`config.mk`:
```
export PLATFORM = sky130hd
export DESIGN_NAME = boot_block_loader_flat
export DESIGN_NICKNAME = d
export VERILOG_FILES = /design/src/rtl/boot_block_loader_if.sv /design/src/rtl/boot_block_loader.sv /design/src/flat_wrapper.sv
export SDC_FILE = /design/constraint.sdc
export NUM_CORES = 2
export LEC_CHECK = 0
export BUFFER_PORTS_ARGS = -buffer_cell sky130_fd_sc_hd__buf_4
export CORE_AREA = 5 5 311 313
export DETAILED_ROUTE_END_ITERATION = 6
export DIE_AREA = 0 0 316 318
export GPL_ROUTABILITY_DRIVEN = 0
export PLACE_DENSITY = 0.52
export SYNTH_ARGS = -nofsm -noshare
export SYNTH_HDL_FRONTEND = slang
export SYNTH_SLANG_ARGS = --single-unit
```
`constraint.sdc`:
```
create_clock -name clk -period 3.4 [get_ports clk]
set_input_delay 0.68 -clock clk [delete_from_list [all_inputs] [get_ports clk]]
set_output_delay 0.68 -clock clk [all_outputs]
set_load 0.1 [all_outputs]
```
`src/rtl/boot_block_loader_if.sv`:
```
// SD block-read and memory line-write handshakes of the boot block loader.
// The loader side uses the master modport; SD controller and memory use slave.
interface boot_block_loader_if #(
  parameter int LINE_AW = 16
) ();
  logic               sd_req;
  logic [31:0]        sd_block;
  logic               sd_ack;
  logic               sd_data_valid;
  logic [63:0]        sd_data;
  logic               sd_data_ready;
  logic               sd_err;
  logic               mem_wr_valid;
  logic               mem_wr_ready;
  logic [LINE_AW-1:0] mem_wr_addr;
  logic [511:0]       mem_wr_data;

  modport master (
    output sd_req, sd_block, sd_data_ready, mem_wr_valid, mem_wr_addr, mem_wr_data,
    input  sd_ack, sd_data_valid, sd_data, sd_err, mem_wr_ready
  );

  modport slave (
    input  sd_req, sd_block, sd_data_ready, mem_wr_valid, mem_wr_addr, mem_wr_data,
    output sd_ack, sd_data_valid, sd_data, sd_err, mem_wr_ready
  );
endinterface

```
`src/rtl/boot_block_loader.sv`:
```
// Boot-time loader: copies disk blocks of two channels from the SD controller
// into 512-bit memory lines, then releases the CPUs (or holds them on SD error).
module boot_block_loader #(
  parameter int BLOCK_BEATS = 64,
  parameter int LINE_AW     = 16,
  parameter int SWAP        = 1
) (
  input  logic               clk,
  input  logic               reset,
  input  logic               start,
  input  logic [31:0]        block_addr_0,
  input  logic [31:0]        block_count_0,
  input  logic [LINE_AW-1:0] dest_line_0,
  input  logic [31:0]        block_addr_1,
  input  logic [31:0]        block_count_1,
  input  logic [LINE_AW-1:0] dest_line_1,
  boot_block_loader_if.master bus,
  output logic               busy,
  output logic               done,
  output logic               error,
  output logic               cpu_release
);

  localparam int BCW = $clog2(BLOCK_BEATS + 1);
  localparam logic [BCW-1:0] BEATS_INIT = BCW'(BLOCK_BEATS);

  typedef enum logic [2:0] {IDLE, REQ, DATA, FLUSH, NEXT, DONE, ERR} state_t;

  state_t             state_q, state_d;
  logic               start_q, start_d;
  logic               start_prev_q, start_prev_d;
  logic               chan_q, chan_d;
  logic [31:0]        blk_addr_q, blk_addr_d;
  logic [31:0]        remaining_q, remaining_d;
  logic [LINE_AW-1:0] line_q, line_d;
  logic [BCW-1:0]     beats_left_q, beats_left_d;
  logic [2:0]         slot_q, slot_d;
  logic               line_full_q, line_full_d;
  logic [511:0]       line_buf_q, line_buf_d;
  logic               err_pend_q, err_pend_d;
  logic [31:0]        addr1_q, addr1_d;
  logic [31:0]        cnt1_q, cnt1_d;
  logic [LINE_AW-1:0] dest1_q, dest1_d;

  logic        sd_req_c, sd_data_ready_c, mem_wr_valid_c;
  logic        start_edge, err_seen;
  logic [63:0] beat_in;

  function automatic logic [63:0] swap_bytes(input logic [63:0] b);
    logic [63:0] r;
    r = '0;
    for (int i = 0; i < 8; i++) r[8*(7-i) +: 8] = b[8*i +: 8];
    return r;
  endfunction

  assign beat_in    = (SWAP != 0) ? swap_bytes(bus.sd_data) : bus.sd_data;
  // start comes from a GPIO pin, so the edge is taken from two registered samples
  assign start_edge = start_q && !start_prev_q;
  assign err_seen   = bus.sd_err || err_pend_q;

  always_comb begin
    state_d         = state_q;
    start_d         = start;
    start_prev_d    = start_q;
    chan_d          = chan_q;
    blk_addr_d      = blk_addr_q;
    remaining_d     = remaining_q;
    line_d          = line_q;
    beats_left_d    = beats_left_q;
    slot_d          = slot_q;
    line_full_d     = line_full_q;
    line_buf_d      = line_buf_q;
    err_pend_d      = err_pend_q;
    addr1_d         = addr1_q;
    cnt1_d          = cnt1_q;
    dest1_d         = dest1_q;
    sd_req_c        = 1'b0;
    sd_data_ready_c = 1'b0;
    mem_wr_valid_c  = 1'b0;
    busy            = 1'b0;
    done            = 1'b0;
    error           = 1'b0;

    case (state_q)
      IDLE: begin
        if (start_edge) begin
          addr1_d = block_addr_1;
          cnt1_d  = block_count_1;
          dest1_d = dest_line_1;
          if (block_count_0 != 32'd0) begin
            chan_d      = 1'b0;
            blk_addr_d  = block_addr_0;
            remaining_d = block_count_0;
            line_d      = dest_line_0;
            state_d     = REQ;
          end else if (block_count_1 != 32'd0) begin
            chan_d      = 1'b1;
            blk_addr_d  = block_addr_1;
            remaining_d = block_count_1;
            line_d      = dest_line_1;
            state_d     = REQ;
          end else begin
            state_d = DONE;
          end
        end
      end
      REQ: begin
        busy = 1'b1;
        if (err_seen) begin
          state_d = ERR;
        end else begin
          sd_req_c = 1'b1;
          if (bus.sd_ack) begin
            beats_left_d = BEATS_INIT;
            slot_d       = 3'd0;
            state_d      = DATA;
          end
        end
      end
      DATA: begin
        busy            = 1'b1;
        sd_data_ready_c = !line_full_q && !err_pend_q;
        if (err_seen) begin
          state_d = ERR;
        end else if (bus.sd_data_valid && sd_data_ready_c) begin
          line_buf_d[{slot_q, 6'd0} +: 64] = beat_in;
          slot_d       = slot_q + 3'd1;
          beats_left_d = beats_left_q - BCW'(1);
          if (slot_q == 3'd7) begin
            line_full_d = 1'b1;
            state_d     = FLUSH;
          end
        end
      end
      FLUSH: begin
        busy           = 1'b1;
        mem_wr_valid_c = 1'b1;
        // an error here must not cancel the write already on the bus
        if (bus.sd_err) err_pend_d = 1'b1;
        if (bus.mem_wr_ready) begin
          line_full_d = 1'b0;
          line_d      = line_q + LINE_AW'(1);
          state_d     = (beats_left_q == '0) ? NEXT : DATA;
        end
      end
      NEXT: begin
        busy        = 1'b1;
        blk_addr_d  = blk_addr_q + 32'd1;
        remaining_d = remaining_q - 32'd1;
        if (remaining_q != 32'd1) begin
          state_d = REQ;
        end else if (!chan_q && cnt1_q != 32'd0) begin
          chan_d      = 1'b1;
          blk_addr_d  = addr1_q;
          remaining_d = cnt1_q;
          line_d      = dest1_q;
          state_d     = REQ;
        end else begin
          state_d = DONE;
        end
      end
      DONE:    done  = 1'b1;
      ERR:     error = 1'b1;
      default: state_d = IDLE;
    endcase
  end

  assign cpu_release       = done;
  assign bus.sd_req        = sd_req_c;
  assign bus.sd_block      = blk_addr_q;
  assign bus.sd_data_ready = sd_data_ready_c;
  assign bus.mem_wr_valid  = mem_wr_valid_c;
  assign bus.mem_wr_addr   = line_q;
  assign bus.mem_wr_data   = line_buf_q;

  always_ff @(posedge clk) begin
    if (!reset) begin
      state_q      <= IDLE;
      start_q      <= 1'b0;
      start_prev_q <= 1'b0;
      chan_q       <= 1'b0;
      blk_addr_q   <= '0;
      remaining_q  <= '0;
      line_q       <= '0;
      beats_left_q <= '0;
      slot_q       <= '0;
      line_full_q  <= 1'b0;
      line_buf_q   <= '0;
      err_pend_q   <= 1'b0;
      addr1_q      <= '0;
      cnt1_q       <= '0;
      dest1_q      <= '0;
    end else begin
      state_q      <= state_d;
      start_q      <= start_d;
      start_prev_q <= start_prev_d;
      chan_q       <= chan_d;
      blk_addr_q   <= blk_addr_d;
      remaining_q  <= remaining_d;
      line_q       <= line_d;
      beats_left_q <= beats_left_d;
      slot_q       <= slot_d;
      line_full_q  <= line_full_d;
      line_buf_q   <= line_buf_d;
      err_pend_q   <= err_pend_d;
      addr1_q      <= addr1_d;
      cnt1_q       <= cnt1_d;
      dest1_q      <= dest1_d;
    end
  end

endmodule

```
`src/flat_wrapper.sv`:
```
// flat-port wrapper written by rule: the top's interface ports become plain ports
module boot_block_loader_flat 
#(
  parameter int BLOCK_BEATS = 64,
  parameter int LINE_AW     = 16,
  parameter int SWAP        = 1
)
  (clk, reset, start, block_addr_0, block_count_0, dest_line_0, block_addr_1, block_count_1, dest_line_1, busy, done, error, cpu_release, bus_sd_req, bus_sd_block, bus_sd_data_ready, bus_mem_wr_valid, bus_mem_wr_addr, bus_mem_wr_data, bus_sd_ack, bus_sd_data_valid, bus_sd_data, bus_sd_err, bus_mem_wr_ready);
  boot_block_loader_if #(.LINE_AW(LINE_AW)) bus_i ();
  input  logic clk;
  input  logic reset;
  input  logic start;
  input  logic [31:0] block_addr_0;
  input  logic [31:0] block_count_0;
  input  logic [LINE_AW-1:0] dest_line_0;
  input  logic [31:0] block_addr_1;
  input  logic [31:0] block_count_1;
  input  logic [LINE_AW-1:0] dest_line_1;
  output logic busy;
  output logic done;
  output logic error;
  output logic cpu_release;
  output wire logic [$bits(bus_i.sd_req)-1:0] bus_sd_req;
  output wire logic [$bits(bus_i.sd_block)-1:0] bus_sd_block;
  output wire logic [$bits(bus_i.sd_data_ready)-1:0] bus_sd_data_ready;
  output wire logic [$bits(bus_i.mem_wr_valid)-1:0] bus_mem_wr_valid;
  output wire logic [$bits(bus_i.mem_wr_addr)-1:0] bus_mem_wr_addr;
  output wire logic [$bits(bus_i.mem_wr_data)-1:0] bus_mem_wr_data;
  input wire logic [$bits(bus_i.sd_ack)-1:0] bus_sd_ack;
  input wire logic [$bits(bus_i.sd_data_valid)-1:0] bus_sd_data_valid;
  input wire logic [$bits(bus_i.sd_data)-1:0] bus_sd_data;
  input wire logic [$bits(bus_i.sd_err)-1:0] bus_sd_err;
  input wire logic [$bits(bus_i.mem_wr_ready)-1:0] bus_mem_wr_ready;
  assign bus_sd_req = bus_i.sd_req;
  assign bus_sd_block = bus_i.sd_block;
  assign bus_sd_data_ready = bus_i.sd_data_ready;
  assign bus_mem_wr_valid = bus_i.mem_wr_valid;
  assign bus_mem_wr_addr = bus_i.mem_wr_addr;
  assign bus_mem_wr_data = bus_i.mem_wr_data;
  assign bus_i.sd_ack = bus_sd_ack;
  assign bus_i.sd_data_valid = bus_sd_data_valid;
  assign bus_i.sd_data = bus_sd_data;
  assign bus_i.sd_err = bus_sd_err;
  assign bus_i.mem_wr_ready = bus_mem_wr_ready;
  boot_block_loader #(.BLOCK_BEATS(BLOCK_BEATS), .LINE_AW(LINE_AW), .SWAP(SWAP)) u_core (.clk(clk), .reset(reset), .start(start), .block_addr_0(block_addr_0), .block_count_0(block_count_0), .dest_line_0(dest_line_0), .block_addr_1(block_addr_1), .block_count_1(block_count_1), .dest_line_1(dest_line_1), .bus(bus_i), .busy(busy), .done(done), .error(error), .cpu_release(cpu_release));
endmodule
```
==> impl_metrics.ini <==
[outcome]
status = completed

[logic_synthesis]
syn_avg_cell_area_um2 = 7.92
synth_edf_count = 0
synth_async_sr_flop_share_pct = 0
synth_nets = 3877
ys_seq_area_share_pct = 48.0
synth.distinct_cells = 64
synth_cells = 3634
yosysTopAreaCell = dfxtp_1
syn_area_um2 = 28800
post-synth-top-area-fraction_pct = 48.0
ys.flop_type = dfxtp_1
synth_area_leaders = dfxtp_1 (48%), nand2_1 (12%), a21oi_1 (7.6%), nand3_1 (7.4%), a21boi_0 (5.1%)
synth_seq_cells = 690
yosysWarnings = 0

[place]
dpl_cell_area_um2 = 36000
dp_hpwl_um = 94900
io_buffer_count = 797
placed_cells = 5409

[timing]
tightestPinTransition_ns = 1.11
clock.fmax_mhz = 333
tns_ns = 0
relSlewSlack_pct = 26.1
rsz0062_at_grt = false
maxSlewViolCount = 0
finClkSkew_ns = 0.0209
finalSetupViolations = 0
finalHoldViolCount = 0
min_period_ns = 3.00
fin_crit_sh_pct = 88.3

[clocking]
cts_sinks = 690
tritoncts = done
clock_latency_ns = 0.65
cts_setup_buffers = 0
ctsHtreeMaxLevel = 3
hold_buffers = 0
cts_resized = 0
cts.reportedPaths.clkPinSlew_ns = 0.06
clk_path_buf_depth = 3
cts_made_buffers = 82
cts_root_buf = clkbuf_16

[floorplanning]
rows = 113
die_area_um2 = 100000
fp.dieH_um = 318
core_area_um2 = 94000
io_pins = 798
initial_core_util_pct = 30.6
die_w_um = 316

[detailed_routing]
viasPerCell = 5.24
routed_wl_um = 136000
dr.pass1.iters = 6
drc = 0
post_drt_wl_per_cell_um = 24.5
drtIter0Drc = 2703
antenna_left = 0
vias = 29116

[final_layout]
final_cell_mix = nand2_1 (919), buf_4 (845), dfxtp_1 (689)
nets = 4471
design_area_um2 = 38800
fin_util_pct = 41.3
syn2layout_area_growth_pct = 34.7
stdcell_count = 5560
drive_above_1_share_pct = 24.7
layout_commonest_cell = nand2_1

[worst_setup_path]
regToRegSetupSlack_ns = 0.40
crit_required_ns = 3.94
end_kind = flop
worst_ep_arrival_time_ns = 3.54
crit_path_start_kind = flop
path_class = reg2reg
rr_worst_depth = 8
path_max_fanout = 22

[global_routing]
grt_pass1_wl_um = 195000
grt_pass1_vias = 27354
antenna_found_initial = 6
grt_max_degree = 106
overflow = 0
grt_usage_pct = 25.6

[hold_path]
hold_path_class = in2reg
worstHoldPathCells = 2

[power]
finalPower_mw = 23.6
p_leak_nw = 14.9
p_per_area_nw_per_um2 = 607
peakVddDrop_uv = 397

[flow_run]
cap_violations = 0
## synth_stat cells (4+ instances only)
master     instances
nand2_1          927
dfxtp_1          690
a21oi_1          437
nand3_1          424
clkbuf_1         326
a21boi_0         194
nor2_1            65
o211ai_1          51
o21ai_0           49
mux2i_1           44
nor4_1            39
a211o_1           29
a32o_1            28
buf_1             26
xnor2_1           24
nor3_1            22
and2_1            18
nand4_1           16
xor2_1            16
inv_1             15
o211a_1           13
ha_1              12
a211oi_1          10
a21o_1            10
a22oi_1            9
a31oi_1            9
and4_1             9
nor2b_1            9
buf_2              8
o31ai_1            8
nand2b_1           7
o311a_1            7
a31o_2             6
and3_1             6
or3_1              6
o2111ai_1          5
o31a_1             5
a22o_1             4
nor3b_1            4
o21a_1             4
o21bai_1           4
or2_2              4
## path summary, 6_finish.rpt
check / startpoint / end
setup / recovery: u_core.remaining_q[9] / u_core.bus.mem_wr_addr[13]
hold / removal: start / u_core.start_prev_d
setup reg to reg: u_core.remaining_q[9] / u_core.bus.mem_wr_addr[13]
hold reg to reg: u_core.bus.mem_wr_data[265] / u_core.bus.mem_wr_data[265]
## final cells by class
| class | count | area [um^2] |
|---|---|---|
| Clock buffer | 118 | 2430 |
| Multi-Input combinational cell | 2566 | 13700 |
| Timing Repair Buffer | 871 | 6860 |
| Sequential cell | 690 | 13800 |
| Antenna cell | 4 | 10.0 |
| Clock inverter | 29 | 323 |
| Inverter | 17 | 75.1 |
| Tap cell | 1265 | 1580 |
| Fill cell | 9703 | 55200 |
## kinds of logic (layout without fill, tap and decap cells)
| kind of cell | after synthesis | count (layout) | synth area share (%) |
|---|---|---|---|
| AND/OR/NAND/NOR | 1571 | 1571 | 23.9 |
| flip-flops | 690 | 690 | 48.0 |
| AO/OA/AOI/OAI | 896 | 896 | 19.8 |
| XOR/XNOR | 40 | 40 | 1.22 |
| adder cells (fa/ha/maj) | 12 | 12 | 0.521 |
| other | 0 | 4 | 0 |
| buffers and inverters | 378 | 1035 | 4.98 |
| multiplexers | 47 | 47 | 1.65 |
## sequential cells by signal (all words and copies together) (netlist names), 7 cells and up
signal,count
u_core.bus.mem_wr_addr,16
u_core.dest1_q,16
u_core.beats_left_q,7
u_core.remaining_q,32
u_core.cnt1_q,32
u_core.bus.sd_block,32
u_core.bus.mem_wr_data,512
u_core.addr1_q,32
## power breakdown
group          switching, mW  internal [mW]
clock network           3.72           5.35
logic                   3.84           1.57
registers              0.551           8.54
## per-stage QoR
step                setup slack, ns  hold WS, ns
floorplan                     0.214        0.421
global route                  0.193        0.215
global placement              0.409        0.438
CTS                           0.105        0.197
detailed placement            0.425        0.444
finish                        0.397        0.251
## worst max-delay path, stage by stage (launching register included)
cell and delay [ns]:
dfxtp_1 0.37, or4_4 0.57, nand4bb_4 0.28, nor3_2 0.25
nand3_1 0.17, a21oi_2 0.52, buf_4 0.35, o21ai_0 0.13
a31o_2 0.25
## per-layer routing
| layer | vias to the layer above | global-route usage [%] | share of wire (%) |
|---|---|---|---|
| met5 | - | 0 | 0 |
| met4 | 0 | 11.3 | 4.7 |
| met3 | 237 | 6.27 | 7.9 |
| met2 | 1098 | 41.3 | 46 |
| met1 | 14038 | 32.4 | 41 |
| li1 | 13743 | - | - |
No activity file was read; power rests on OpenSTA's default activity.
